`src/rtl/one_four_demux_buf_pkg.sv`:
```
// Shared channel-select type and channel indices for the 1-to-4 steering demux.
package one_four_demux_buf_pkg;

  typedef logic [1:0] ch_sel_t;

  localparam int NUM_CH = 4;
  localparam int CH_A   = 0;
  localparam int CH_B   = 1;
  localparam int CH_C   = 2;
  localparam int CH_D   = 3;

endpackage

```
`src/rtl/one_four_demux_buf_chan_fifo.sv`:
```
// Per-channel FIFO; the head word is held in a register so it keeps its
// last value once the FIFO drains.
module one_four_demux_buf_chan_fifo
  import one_four_demux_buf_pkg::*;
#(
  parameter int WIDTH = 32,
  parameter int DEPTH = 2
) (
  input  logic             clk,
  input  logic             rst_n,
  input  logic             push,
  input  logic [WIDTH-1:0] push_data,
  output logic             full,
  input  logic             pop,
  output logic             empty,
  output logic [WIDTH-1:0] head_data
);

  localparam int PTR_W = $clog2(DEPTH);
  localparam logic [PTR_W:0]   FULL_CNT = (PTR_W+1)'(DEPTH);
  localparam logic [PTR_W:0]   ONE_CNT  = (PTR_W+1)'(1);
  localparam logic [PTR_W-1:0] ONE_PTR  = PTR_W'(1);

  logic [WIDTH-1:0] mem_q [DEPTH];
  logic [WIDTH-1:0] mem_d [DEPTH];
  logic [PTR_W-1:0] head_q, head_d;
  logic [PTR_W-1:0] tail_q, tail_d;
  logic [PTR_W:0]   count_q, count_d;
  logic [WIDTH-1:0] head_data_q, head_data_d;
  logic             do_push, do_pop;

  assign full      = (count_q == FULL_CNT);
  assign empty     = (count_q == '0);
  assign do_push   = push & ~full;
  assign do_pop    = pop & ~empty;
  assign head_data = head_data_q;

  always_comb begin
    mem_d   = mem_q;
    head_d  = head_q;
    tail_d  = tail_q;
    count_d = count_q;
    if (do_push) begin
      mem_d[tail_q] = push_data;
      tail_d        = tail_q + ONE_PTR;
    end
    if (do_pop) begin
      head_d = head_q + ONE_PTR;
    end
    case ({do_push, do_pop})
      2'b10:   count_d = count_q + ONE_CNT;
      2'b01:   count_d = count_q - ONE_CNT;
      default: count_d = count_q;
    endcase
    // Look ahead at the post-update head so a push into an empty FIFO is visible next cycle.
    head_data_d = (count_d != '0) ? mem_d[head_d] : head_data_q;
  end

  always_ff @(posedge clk) begin
    mem_q <= mem_d;
  end

  always_ff @(posedge clk) begin
    if (!rst_n) begin
      head_q      <= '0;
      tail_q      <= '0;
      count_q     <= '0;
      head_data_q <= '0;
    end else begin
      head_q      <= head_d;
      tail_q      <= tail_d;
      count_q     <= count_d;
      head_data_q <= head_data_d;
    end
  end

endmodule

```
`src/rtl/one_four_demux_buf.sv`:
```
// Registered 1-to-4 demux: steers one valid/ready stream into four buffered
// consumer channels so a stalled consumer only blocks beats addressed to it.
module one_four_demux_buf
  import one_four_demux_buf_pkg::*;
#(
  parameter int WIDTH = 32,
  parameter int DEPTH = 2
) (
  input  logic             clk,
  input  logic             rst_n,
  input  logic             in_valid,
  output logic             in_ready,
  input  logic [1:0]       in_sel,
  input  logic [WIDTH-1:0] in_data,
  output logic [3:0]       out_valid,
  input  logic [3:0]       out_ready,
  output logic [WIDTH-1:0] out_data_a,
  output logic [WIDTH-1:0] out_data_b,
  output logic [WIDTH-1:0] out_data_c,
  output logic [WIDTH-1:0] out_data_d,
  output logic [15:0]      drop_cnt
);

  ch_sel_t           sel;
  logic [NUM_CH-1:0] push, pop, full, empty;
  logic [WIDTH-1:0]  head [NUM_CH];
  logic [15:0]       drop_cnt_q, drop_cnt_d;

  assign sel       = ch_sel_t'(in_sel);
  // Depends only on registered occupancy, never on out_ready.
  assign in_ready  = rst_n & ~full[sel];
  assign out_valid = ~empty;
  assign pop       = out_ready & ~empty;

  always_comb begin
    push = '0;
    if (in_valid && in_ready) begin
      push[sel] = 1'b1;
    end
  end

  for (genvar i = 0; i < NUM_CH; i++) begin : g_ch
    one_four_demux_buf_chan_fifo #(
      .WIDTH (WIDTH),
      .DEPTH (DEPTH)
    ) u_fifo (
      .clk       (clk),
      .rst_n     (rst_n),
      .push      (push[i]),
      .push_data (in_data),
      .full      (full[i]),
      .pop       (pop[i]),
      .empty     (empty[i]),
      .head_data (head[i])
    );
  end

  assign out_data_a = head[CH_A];
  assign out_data_b = head[CH_B];
  assign out_data_c = head[CH_C];
  assign out_data_d = head[CH_D];

  always_comb begin
    drop_cnt_d = drop_cnt_q;
    if (in_valid && !in_ready && (drop_cnt_q != 16'hFFFF)) begin
      drop_cnt_d = drop_cnt_q + 16'd1;
    end
  end

  always_ff @(posedge clk) begin
    if (!rst_n) begin
      drop_cnt_q <= '0;
    end else begin
      drop_cnt_q <= drop_cnt_d;
    end
  end

  assign drop_cnt = drop_cnt_q;

endmodule
```
`config.mk`:
```
export PLATFORM = sky130hd
export DESIGN_NAME = one_four_demux_buf
export DESIGN_NICKNAME = d
export VERILOG_FILES = /design/src/rtl/one_four_demux_buf_pkg.sv /design/src/rtl/one_four_demux_buf_chan_fifo.sv /design/src/rtl/one_four_demux_buf.sv
export SDC_FILE = /design/constraint.sdc
export NUM_CORES = 1
export LEC_CHECK = 0
export BUFFER_PORTS_ARGS = -buffer_cell sky130_fd_sc_hd__buf_2
export CORE_ASPECT_RATIO = 0.9
export CORE_MARGIN = 10
export CORE_UTILIZATION = 40
export CTS_CLUSTER_DIAMETER = 200
export CTS_CLUSTER_SIZE = 28
export DETAILED_ROUTE_END_ITERATION = 7
export GPL_ROUTABILITY_DRIVEN = 0
export HOLD_SLACK_MARGIN = 0.03
export PLACE_DENSITY_LB_ADDON = 0.2
export SLEW_MARGIN = 5
export SYNTH_ARGS = -nofsm -noshare
export SYNTH_HDL_FRONTEND = slang
export SYNTH_SLANG_ARGS = --single-unit
```
`constraint.sdc`:
```
create_clock -name clk -period 7.85 [get_ports clk]
set_clock_uncertainty 0.2 [all_clocks]
set_input_delay 0.785 -clock clk [delete_from_list [all_inputs] [get_ports clk]]
set_output_delay 0.785 -clock clk [all_outputs]
set_load 0.1 [all_outputs]
```
==> results.sh <==
export IMPL_report_final_hold_viol_count=0
export IMPL_post_route_drc_count=0
export IMPL_slew_viol_final=0
export IMPL_synth_mux_area_share_pct=18.5
export IMPL_wl_per_cell_um=20.6
export IMPL_grt_overflow=0
export IMPL_cp_data_required_time_ps=8120
export IMPL_synthMostInstantiatedCell="dfxtp_1"
export IMPL_crit_arrival_ps=4730
export IMPL_routed_via_density=5.40
export IMPL_power_density_mw_per_mm2=281
export IMPL_period_share_pct=56.9
export IMPL_crit_fanout=36
export IMPL_setup_violations=0
export IMPL_ant_nets=0
export IMPL_cp_start_kind="flip-flop"
export IMPL_worstHoldEndpoint="g_ch[2].u_fifo.mem_q[34]"
export IMPL_pre_cts_ws_ps=2900
export IMPL_total_leakage_power_nw=8.37
export IMPL_ys_async_sr_fraction_pct=0
export IMPL_final_cells=2264
export IMPL_ios=190
export IMPL_synth_area_leaders="dfxtp_1 (50%), mux2_2 (9.7%), mux2i_1 (8.8%), inv_1 (3.4%), o221ai_1 (3.4%)"
export IMPL_setup_ws_ps=3380
export IMPL_hp_class="flip-flop to flip-flop"
export IMPL_worstHoldPathCells=2
export IMPL_numCtsBuffers=18
export IMPL_grt_max_degree=86
export IMPL_antenna_found_initial=5
export IMPL_vias=12200
export IMPL_synthSimpleGateAreaFrac_pct=11.1
export IMPL_htree_num_levels=1
export IMPL_r2r_end="g_ch[3].u_fifo.head_data[25]"
export IMPL_maxCapViolations=0
export IMPL_fmax_mhz=224
export IMPL_ctsHoldBuffers=0
export IMPL_ctsRootBufferMaster="clkbuf_16"
export IMPL_synth_top_family_by_area="multiplexers"
export IMPL_status="completed"
export IMPL_tightest_slew_ps=1080
export IMPL_post_cts_resized=0
export IMPL_synth_nets=1685
export IMPL_period_minus_slack_ps=4470
export IMPL_nets=1767
export IMPL_cts_setup_buffers=0
export IMPL_postSynthAreaPerCell_um2=10.2
export IMPL_crit_type="flip-flop to flip-flop"
export IMPL_reg2regPathDepth=10
export IMPL_portBuffers=189
export IMPL_core_area_mm2=0.0409
export IMPL_postLayoutCoreUtil_pct=44.9
export IMPL_reg2reg_from="g_ch[3].u_fifo.count_q[1]"
export IMPL_min_from="g_ch[2].u_fifo.mem_q[34]"
export IMPL_slew_headroom_pct=28.0
export IMPL_cp_end_kind="flip-flop"
export IMPL_die_area_mm2=0.0502
export IMPL_ys_types=56
export IMPL_dp_cells=2241
export IMPL_grtUsageTotal_pct=17.7
export IMPL_synth_ff_type="dfxtp_1"
export IMPL_synth_seq_cells=416
export IMPL_area_growth_syn_to_layout_pct=10.5
export IMPL_dp_hpwl_mm=30.7
export IMPL_start_util_pct=40.7
export IMPL_yosysWarnings=0
export IMPL_fillerInstances=3963
export IMPL_rows=70
export IMPL_synth_edf_count=0
export IMPL_clk_latency_ps=550
export IMPL_die_x_um=235
export IMPL_cts_tree="done"
export IMPL_final_layout_size_suffix_gt1_share_pct=23.1
export IMPL_drt_total_wl_mm=46.5
export IMPL_clockBufferDepth=3
export IMPL_grt_pass1_vias=11900
export IMPL_synthAdderAreaFrac_pct=0.376
export IMPL_yosysTopAreaCellShare_pct=50.0
export IMPL_die_h_um=214
export IMPL_synth_cells=1639
export IMPL_ir_worst_vdd_v=0.000159
export IMPL_syn_area_mm2=0.0166
export IMPL_dr_pass1_iters=5
export IMPL_grt_pass1_wl_mm=71.6
export IMPL_setup_tns_ps=0
export IMPL_synth_compound_area_share_pct=11.9
export IMPL_synth_xor_area_share_pct=0.729
export IMPL_yosys_top_cells_count="dfxtp_1 (416), inv_1 (152), mux2i_1 (146)"
export IMPL_synth_largest_area_cell="dfxtp_1"
export IMPL_rsz0062_at_grt="no"
export IMPL_drt_iter0_markers=907
export IMPL_reg2reg_setup_slack_ps=3380
export IMPL_ys_seq_area_share_pct=50.0
export IMPL_path_clk_slew_ps=110
export IMPL_power_mw=5.18
export IMPL_cts_sinks=416
stage by stage:
stage / hold WS, ps / instance area (µm²)
after floorplan: 219 / 16600
after global placement: 233 / 17900
after detailed placement: 235 / 17900
after CTS: 262 / 18400
after global routing: 278 / 18400
final: 261 / 18400
per-layer routing:
layer	up-vias	part of all wire (%)	track usage, %
li1	5951	-	-
met2	261	44	28.1
met1	5935	48	24.6
met4	6	2.5	4.62
met5	-	0.10	0
met3	66	4.8	3.05
cell usage in the layout, fill, tap and decap left out, drive strengths merged, types with 2 or more instances in the layout:
master and count:
dfxtp 416, buf 204, inv 153, mux2i 147, mux2 143, nand2 111
nor3 75, o221ai 65, nor2 47, a21oi 38, o31ai 34, o21ai 33
o2bb2ai 32, or3 26, nor4 22, or4 19, clkbuf 19, a311oi 17
a32o 17, o311ai 15, nand3 11, nor2b 9, nand2b 9, xnor2 9
nand3b 8, or2 6, ha 5, nand4 4, or3b 4, xor2 4
and4 3, diode 2, o21a 2, a21o 2, nor3b 2, clkinv 2
and3 2
final cells by class:
class	count	area, µm²	share of cell area [%]
diodes	2	5.00	0.0272
inverters	154	578	3.14
multi-input cells	927	7240	39.4
repair buffers	204	1060	5.76
well taps	540	676	3.67
clock inverters	2	46.3	0.252
clock buffers	19	454	2.47
flip-flops and latches	416	8330	45.3
worst max path at each step:
stage	startpoint	end	slack, ps	depth (start not counted)
floorplan	in_sel[0]	g_ch[3].u_fifo.head_data[27]	4260	12
global placement	rst_n	g_ch[3].u_fifo.head_data[23]	2970	11
detailed placement	rst_n	g_ch[3].u_fifo.head_data[25]	2900	11
CTS	g_ch[3].u_fifo.count_q[1]	g_ch[3].u_fifo.head_data[9]	3400	10
global route	g_ch[3].u_fifo.count_q[1]	g_ch[3].u_fifo.head_data[9]	3140	10
finish	g_ch[3].u_fifo.count_q[1]	g_ch[3].u_fifo.head_data[25]	3380	10
critical path, stage by stage, from the launching register on:
cell and delay (ps):
dfxtp_1 500, nor2b_1 390, nor3_4 80, buf_4 290, inv_2 600, ha_1 390, nor2b_1 160, a211o_1 330
a21oi_4 810, o311ai_0 330, o31ai_1 280
state kept, by name, indices dropped and copies added (netlist names):
signal                 cells
g_ch.u_fifo.mem_q        256
g_ch.u_fifo.head_q         4
g_ch.u_fifo.count_q        8
g_ch.u_fifo.head_data    128
drop_cnt                  16
g_ch.u_fifo.tail_q         4
cells by family (layout without fill, tap and decap cells):
logic type      Yosys count  after routing
compound gates          259            259
xor+xnor                 13             13
fa+ha+maj                 5              5
buf+inv                 296            379
flops                   416            416
mux                     290            290
other cells               0              2
simple gates            360            360
power breakdown:
part           total, mW  switching [mW]  leakage, nW  internal (mW)
clock network       1.11           0.658        0.244          0.456
registers           2.59           0.152         3.43           2.44
logic               1.47            1.09         4.70          0.381
total               5.18            1.90         8.37           3.27
Note: power is estimated with default switching activity, not from simulation.
